$ cat src/rtl/step_sched_pkg.sv
// -----------------------------------------------------------------------------
// step_sched_pkg
// Shared definitions for the step pulse scheduler:
//   - DEF_CNT_W  : default width of the period / phase counters
//   - DEF_STEP_W : default width of the step count
//   - sched_state_t : scheduler state encoding (IDLE, SETUP, HIGH, LOW, DONE)
// -----------------------------------------------------------------------------
package step_sched_pkg;

    localparam int DEF_CNT_W  = 28;
    localparam int DEF_STEP_W = 16;

    typedef enum logic [2:0] {
        ST_IDLE  = 3'd0,
        ST_SETUP = 3'd1,
        ST_HIGH  = 3'd2,
        ST_LOW   = 3'd3,
        ST_DONE  = 3'd4
    } sched_state_t;

endpackage

$ cat src/rtl/step_phase_timer.sv
// -----------------------------------------------------------------------------
// step_phase_timer
// Loadable down-counter that times every phase of a move (direction setup,
// step high, step low). Loading value N-1 makes tc rise N cycles later: the
// counter shows N-1 in the first cycle of the phase and 0 (tc=1) in the last.
//
// Ports:
//   clock_in  in  1      system clock, rising edge
//   reset     in  1      asynchronous active-high reset, clears the count
//   load      in  1      load load_val on the next rising edge
//   load_val  in  CNT_W  value to load (phase length minus one)
//   tc        out 1      terminal count: count has reached zero
// -----------------------------------------------------------------------------
module step_phase_timer
    import step_sched_pkg::*;
#(
    parameter int CNT_W = DEF_CNT_W
) (
    input  logic             clock_in,
    input  logic             reset,
    input  logic             load,
    input  logic [CNT_W-1:0] load_val,
    output logic             tc
);

    logic [CNT_W-1:0] count;

    always_ff @(posedge clock_in or posedge reset) begin
        if (reset) begin
            count <= '0;
        end else if (load) begin
            count <= load_val;
        end else if (count != '0) begin
            // Parks at zero so tc stays asserted until the next load.
            count <= count - CNT_W'(1);
        end
    end

    assign tc = (count == '0);

endmodule

$ cat src/rtl/step_pulse_scheduler.sv
// -----------------------------------------------------------------------------
// step_pulse_scheduler
// Generates a train of step pulses for a stepper driver. A move command gives
// the number of steps, the rise-to-rise period and the direction. dir_out is
// updated at accept, then DIR_SETUP cycles later the first step rises; each
// step is high for PULSE_W cycles and the train repeats with an exact period
// of max(cmd_period, 2*PULSE_W). A one-cycle done pulse closes every move;
// aborted accompanies done when the move was cut short by abort.
// DIR_SETUP and PULSE_W must both be at least 1.
//
// Ports:
//   clock_in    in  1       system clock, rising edge
//   reset       in  1       asynchronous active-high reset
//   cmd_valid   in  1       move command offered
//   cmd_ready   out 1       scheduler idle and abort low: command will be taken
//   cmd_period  in  CNT_W   step period in cycles (rise to rise)
//   cmd_steps   in  STEP_W  number of step pulses (0 = empty move)
//   cmd_dir     in  1       direction for this move
//   abort       in  1       terminate the move in progress
//   step_out    out 1       step pulse to the driver (flop output)
//   dir_out     out 1       direction to the driver (flop output)
//   busy        out 1       move in progress (state not IDLE)
//   done        out 1       one-cycle completion pulse
//   aborted     out 1       one-cycle pulse with done when ended by abort
//   steps_left  out STEP_W  pulses not yet started
// -----------------------------------------------------------------------------
module step_pulse_scheduler
    import step_sched_pkg::*;
#(
    parameter int CNT_W     = DEF_CNT_W,
    parameter int STEP_W    = DEF_STEP_W,
    parameter int PULSE_W   = 100,
    parameter int DIR_SETUP = 50
) (
    input  logic              clock_in,
    input  logic              reset,
    input  logic              cmd_valid,
    output logic              cmd_ready,
    input  logic [CNT_W-1:0]  cmd_period,
    input  logic [STEP_W-1:0] cmd_steps,
    input  logic              cmd_dir,
    input  logic              abort,
    output logic              step_out,
    output logic              dir_out,
    output logic              busy,
    output logic              done,
    output logic              aborted,
    output logic [STEP_W-1:0] steps_left
);

    localparam logic [CNT_W-1:0] PULSE_CNT  = CNT_W'(PULSE_W);
    localparam logic [CNT_W-1:0] MIN_PERIOD = CNT_W'(2 * PULSE_W);
    localparam logic [CNT_W-1:0] SETUP_LOAD = CNT_W'(DIR_SETUP - 1);
    localparam logic [CNT_W-1:0] HIGH_LOAD  = CNT_W'(PULSE_W - 1);

    // The low phase must be at least as long as the high phase, so short
    // requested periods saturate at twice the pulse width.
    function automatic logic [CNT_W-1:0] clamp_period(input logic [CNT_W-1:0] p);
        return (p < MIN_PERIOD) ? MIN_PERIOD : p;
    endfunction

    sched_state_t     state;
    logic [CNT_W-1:0] period_eff;
    logic [CNT_W-1:0] low_load;
    logic             accept;
    logic             timer_load;
    logic [CNT_W-1:0] timer_val;
    logic             timer_tc;

    assign cmd_ready = (state == ST_IDLE) && !abort;
    assign accept    = cmd_valid && cmd_ready;

    // Low phase = period - PULSE_W cycles; timer takes length minus one.
    assign low_load  = period_eff - PULSE_CNT - CNT_W'(1);

    // Timer reloads on the same edge that enters the next timed phase, so
    // consecutive phases join without a gap and rises stay exactly one
    // period apart.
    always_comb begin
        timer_load = 1'b0;
        timer_val  = HIGH_LOAD;
        case (state)
            ST_IDLE: begin
                if (accept) begin
                    timer_load = 1'b1;
                    timer_val  = SETUP_LOAD;
                end
            end
            ST_SETUP: begin
                if (!abort && timer_tc) begin
                    timer_load = 1'b1;
                    timer_val  = HIGH_LOAD;
                end
            end
            ST_HIGH: begin
                if (!abort && timer_tc) begin
                    timer_load = 1'b1;
                    timer_val  = low_load;
                end
            end
            ST_LOW: begin
                if (!abort && timer_tc && (steps_left != '0)) begin
                    timer_load = 1'b1;
                    timer_val  = HIGH_LOAD;
                end
            end
            default: begin
                timer_load = 1'b0;
                timer_val  = HIGH_LOAD;
            end
        endcase
    end

    step_phase_timer #(
        .CNT_W (CNT_W)
    ) u_timer (
        .clock_in (clock_in),
        .reset    (reset),
        .load     (timer_load),
        .load_val (timer_val),
        .tc       (timer_tc)
    );

    always_ff @(posedge clock_in or posedge reset) begin
        if (reset) begin
            state      <= ST_IDLE;
            period_eff <= '0;
            steps_left <= '0;
            step_out   <= 1'b0;
            dir_out    <= 1'b0;
            busy       <= 1'b0;
            done       <= 1'b0;
            aborted    <= 1'b0;
        end else begin
            done    <= 1'b0;
            aborted <= 1'b0;
            case (state)
                ST_IDLE: begin
                    if (accept) begin
                        period_eff <= clamp_period(cmd_period);
                        steps_left <= cmd_steps;
                        busy       <= 1'b1;
                        if (cmd_steps == '0) begin
                            // Empty move: report completion, leave direction alone.
                            state <= ST_DONE;
                            done  <= 1'b1;
                        end else begin
                            state   <= ST_SETUP;
                            dir_out <= cmd_dir;
                        end
                    end
                end
                ST_SETUP: begin
                    if (abort) begin
                        state   <= ST_DONE;
                        done    <= 1'b1;
                        aborted <= 1'b1;
                    end else if (timer_tc) begin
                        state      <= ST_HIGH;
                        step_out   <= 1'b1;
                        steps_left <= steps_left - STEP_W'(1);
                    end
                end
                ST_HIGH: begin
                    if (abort) begin
                        state    <= ST_DONE;
                        step_out <= 1'b0;
                        done     <= 1'b1;
                        aborted  <= 1'b1;
                    end else if (timer_tc) begin
                        state    <= ST_LOW;
                        step_out <= 1'b0;
                    end
                end
                ST_LOW: begin
                    if (abort) begin
                        state   <= ST_DONE;
                        done    <= 1'b1;
                        aborted <= 1'b1;
                    end else if (timer_tc) begin
                        if (steps_left != '0) begin
                            state      <= ST_HIGH;
                            step_out   <= 1'b1;
                            steps_left <= steps_left - STEP_W'(1);
                        end else begin
                            state <= ST_DONE;
                            done  <= 1'b1;
                        end
                    end
                end
                ST_DONE: begin
                    state <= ST_IDLE;
                    busy  <= 1'b0;
                end
                default: begin
                    state    <= ST_IDLE;
                    step_out <= 1'b0;
                    busy     <= 1'b0;
                end
            endcase
        end
    end

endmodule

$ cat config.mk
export PLATFORM = sky130hd
export DESIGN_NAME = step_pulse_scheduler
export DESIGN_NICKNAME = d
export VERILOG_FILES = /design/src/rtl/step_sched_pkg.sv /design/src/rtl/step_phase_timer.sv /design/src/rtl/step_pulse_scheduler.sv
export SDC_FILE = /design/constraint.sdc
export NUM_CORES = 1
export LEC_CHECK = 0
export ABC_AREA = 1
export CAP_MARGIN = 20
export CORE_UTILIZATION = 30
export DETAILED_ROUTE_END_ITERATION = 10
export PLACE_DENSITY = 0.54
export SYNTH_ARGS = -nofsm -noshare
export SYNTH_HDL_FRONTEND = slang
export SYNTH_SLANG_ARGS = --single-unit
$ cat constraint.sdc
create_clock -name clock_in -period 4.3 [get_ports clock_in]
set_input_delay 0.86 -clock clock_in [delete_from_list [all_inputs] [get_ports clock_in]]
set_output_delay 0.86 -clock clock_in [all_outputs]
set_load 0.05 [all_outputs]
==> results.py <==
metrics = {
    "outcome": {
        "status": "completed",
    },
    "cts": {
        "htreeDepth": 3,
        "cts_max_path_buffers": 2,
        "tritoncts": "built",
        "cts_buffers": 9,
        "post_cts_buffers": 0,
        "path_clk_slew_ps": 50,
        "cts_hold_buffers": 0,
        "clock_latency_ps": 340,
        "cts_root_buffer": "clkbuf_16",
        "cts_sinks": 80,
        "cts.repair.resized": 0,
    },
    "synth": {
        "syn-num-nets": 858,
        "ys.flop_type": "dfrtp_1",
        "yosys_register_bits": 80,
        "netlist_area_sq_um": 5450,
        "syn-instance-count": 805,
        "yosysSeqAreaShare_pct": 36.8,
        "ys_types": 40,
        "async_flop_share_pct": 100,
        "yosys_warnings": 0,
        "synth-edff-count": 0,
        "avgSynthCellArea_sq_um": 6.76,
    },
    "timing": {
        "clock_skew_ps": 6.95,
        "period_share_pct": 75.1,
        "hold_viol": 0,
        "worstMarginPinSlew_ps": 875,
        "rsz0062_at_grt": "no",
        "fin_hold_ws_ps": 502,
        "setup_viol": 0,
        "period_needed_ps": 3230,
        "fmax_mhz": 310,
        "final_max_slew_viol_count": 0,
        "maxSlewHeadroom_pct": 41.7,
        "fin_tns_setup_ps": 0,
    },
    "finish": {
        "num-fill-cells": 1886,
        "nets": 927,
        "layout.cells.most_common_list": "nand2_1, nor2_1, inv_1",
        "drive_gt1_share_pct": 5.81,
        "areaGrowthSynthToFinish_pct": 22.7,
        "sequential_cell_area_sq_um": 2000,
        "antenna_cells": 0,
        "final_common_cell": "nand2_1",
        "multi_input_area_sq_um": 2940,
        "post-route-util_pct": 38.1,
    },
    "critical_path": {
        "crit_path_end_kind": "primary output",
        "worst_setup_path_start_kind": "input port",
        "crit_path_max_fanout": 4,
        "worstPathArrival_ps": 2370,
        "critPathRequiredTime_ps": 3440,
        "setup.worst_path.class": "in2out",
    },
    "global_routing": {
        "grt_usage_pct": 16.9,
        "grt_overflow": 0,
        "grt_pass1_wl_um": 24300,
        "first_global_vias": 4740,
        "antenna_found_initial": 0,
        "grt_max_degree": 48,
    },
    "power_and_ir_drop": {
        "power_mw": 4.83,
        "power_leakage_nw": 3.19,
        "p_per_area_nw_per_um2": 723,
        "peakVddDrop_mv": 0.262,
    },
    "floorplan": {
        "die_h_um": 137,
        "pin_count": 71,
        "initial_core_util_pct": 31.1,
        "die_area_sq_um": 18700,
        "coreArea_sq_um": 17500,
        "rows": 48,
        "dieWidth_um": 137,
    },
    "routing": {
        "drt_iter0_drc": 324,
        "finalWirelength_um": 14800,
        "vias_per_cell": 4.62,
        "num_vias": 5096,
        "drt_first_pass_iters": 5,
        "route.detailed.drc": 0,
        "wl_per_cell_um": 13.4,
        "ant_nets": 0,
    },
    "placed_design": {
        "io_buffers": 70,
        "dp_hpwl_um": 11400,
        "place_congestion": 0.878,
    },
    "job": {
        "max-cap-violations": 0,
    },
    "min_path": {
        "worstHoldPathType": "reg2reg",
    },
}
per-stage QoR:
stage / instances / instance area (sq um) / setup slack, ps
floorplan: 805 / 5450 / 1390
global placement: 1088 / 6360 / 1080
detailed placement: 1088 / 6360 / 1070
CTS: 1103 / 6680 / 1060
global route: 1103 / 6680 / 1040
finish: 1103 / 6680 / 1070
cells in the mapped netlist (2+ instances only):
library cell,n,share of area [%]
inv_1,104,7.2
o21bai_1,4,0.55
nor2_4,4,0.83
xor2_1,28,4.5
buf_6,3,0.62
nor2_2,11,1.3
ha_1,4,0.92
buf_2,2,0.18
o221ai_1,2,0.32
nand2_1,223,15
nor3_1,10,0.92
xnor2_1,9,1.4
a31oi_1,3,0.34
buf_4,2,0.28
a22oi_1,4,0.55
nand3_1,67,6.2
nand3b_1,2,0.28
nand2_4,2,0.41
nor2_1,112,7.7
dfrtp_1,80,37
clkbuf_1,7,0.48
nor4_1,4,0.46
nand2_2,8,0.92
nand4_1,13,1.5
o21ai_0,56,5.1
o22ai_1,8,0.92
a21oi_1,19,1.7
o21ai_1,2,0.18
worst max-delay path: stages:
cell and delay (ps):
clkdlybuf4s50_1 500, nor2_4 180, clkdlybuf4s50_1 820
metal layers:
metal / track usage, % / part of all wire (%) / vias up
met1: 24.7 / 52 / 2291
met5: 0 / 0 / -
met3: 1.74 / 2.9 / 10
li1: - / - / 2703
met4: 6.36 / 1.1 / 0
met2: 25.3 / 44 / 92
cell families (layout without fill, tap and decap cells):
| group | count (synthesis) | in the layout | synth area share, % |
|---|---|---|---|
| AO/OA/AOI/OAI | 100 | 100 | 10.1 |
| XOR/XNOR | 37 | 37 | 5.95 |
| adder cells (fa/ha/maj) | 4 | 4 | 0.919 |
| buffers and inverters | 123 | 196 | 9.19 |
| flip-flops | 80 | 80 | 36.8 |
| AND/OR/NAND/NOR | 461 | 461 | 37.1 |
power by group:
part	switching, mW	internal (mW)
combinational	1.69	0.861
sequential	0.362	1.09
clock	0.295	0.536
total	2.34	2.49
layout make-up:
type                       count  share of cell area, %
clock buffer                  12                   3.84
clock inverter                 3                  0.973
inverter                     108                   6.18
multi-input combinational    602                   44.0
sequential                    80                   30.0
tap                          225                   4.21
timing repair buffer          73                   10.8
flip-flops by register name (all words and copies together) (netlist names):
register,flops
steps_left,16
state,3
u_timer.count,28
aborted,1
period_eff,28
done,1
dir_out,1
busy,1
step_out,1
worst paths after layout:
kind,endpoint,slack [ps],depth (start not counted),start
max,cmd_ready,1070,3,abort
min reg2reg,step_out,500,2,step_out
max in group asynchronous,period_eff[17],2550,3,reset
max reg2reg,steps_left[4],1990,9,state[2]
min in group asynchronous,steps_left[5],1000,2,reset
min,step_out,500,2,step_out
(Power assumes the default switching activity.)
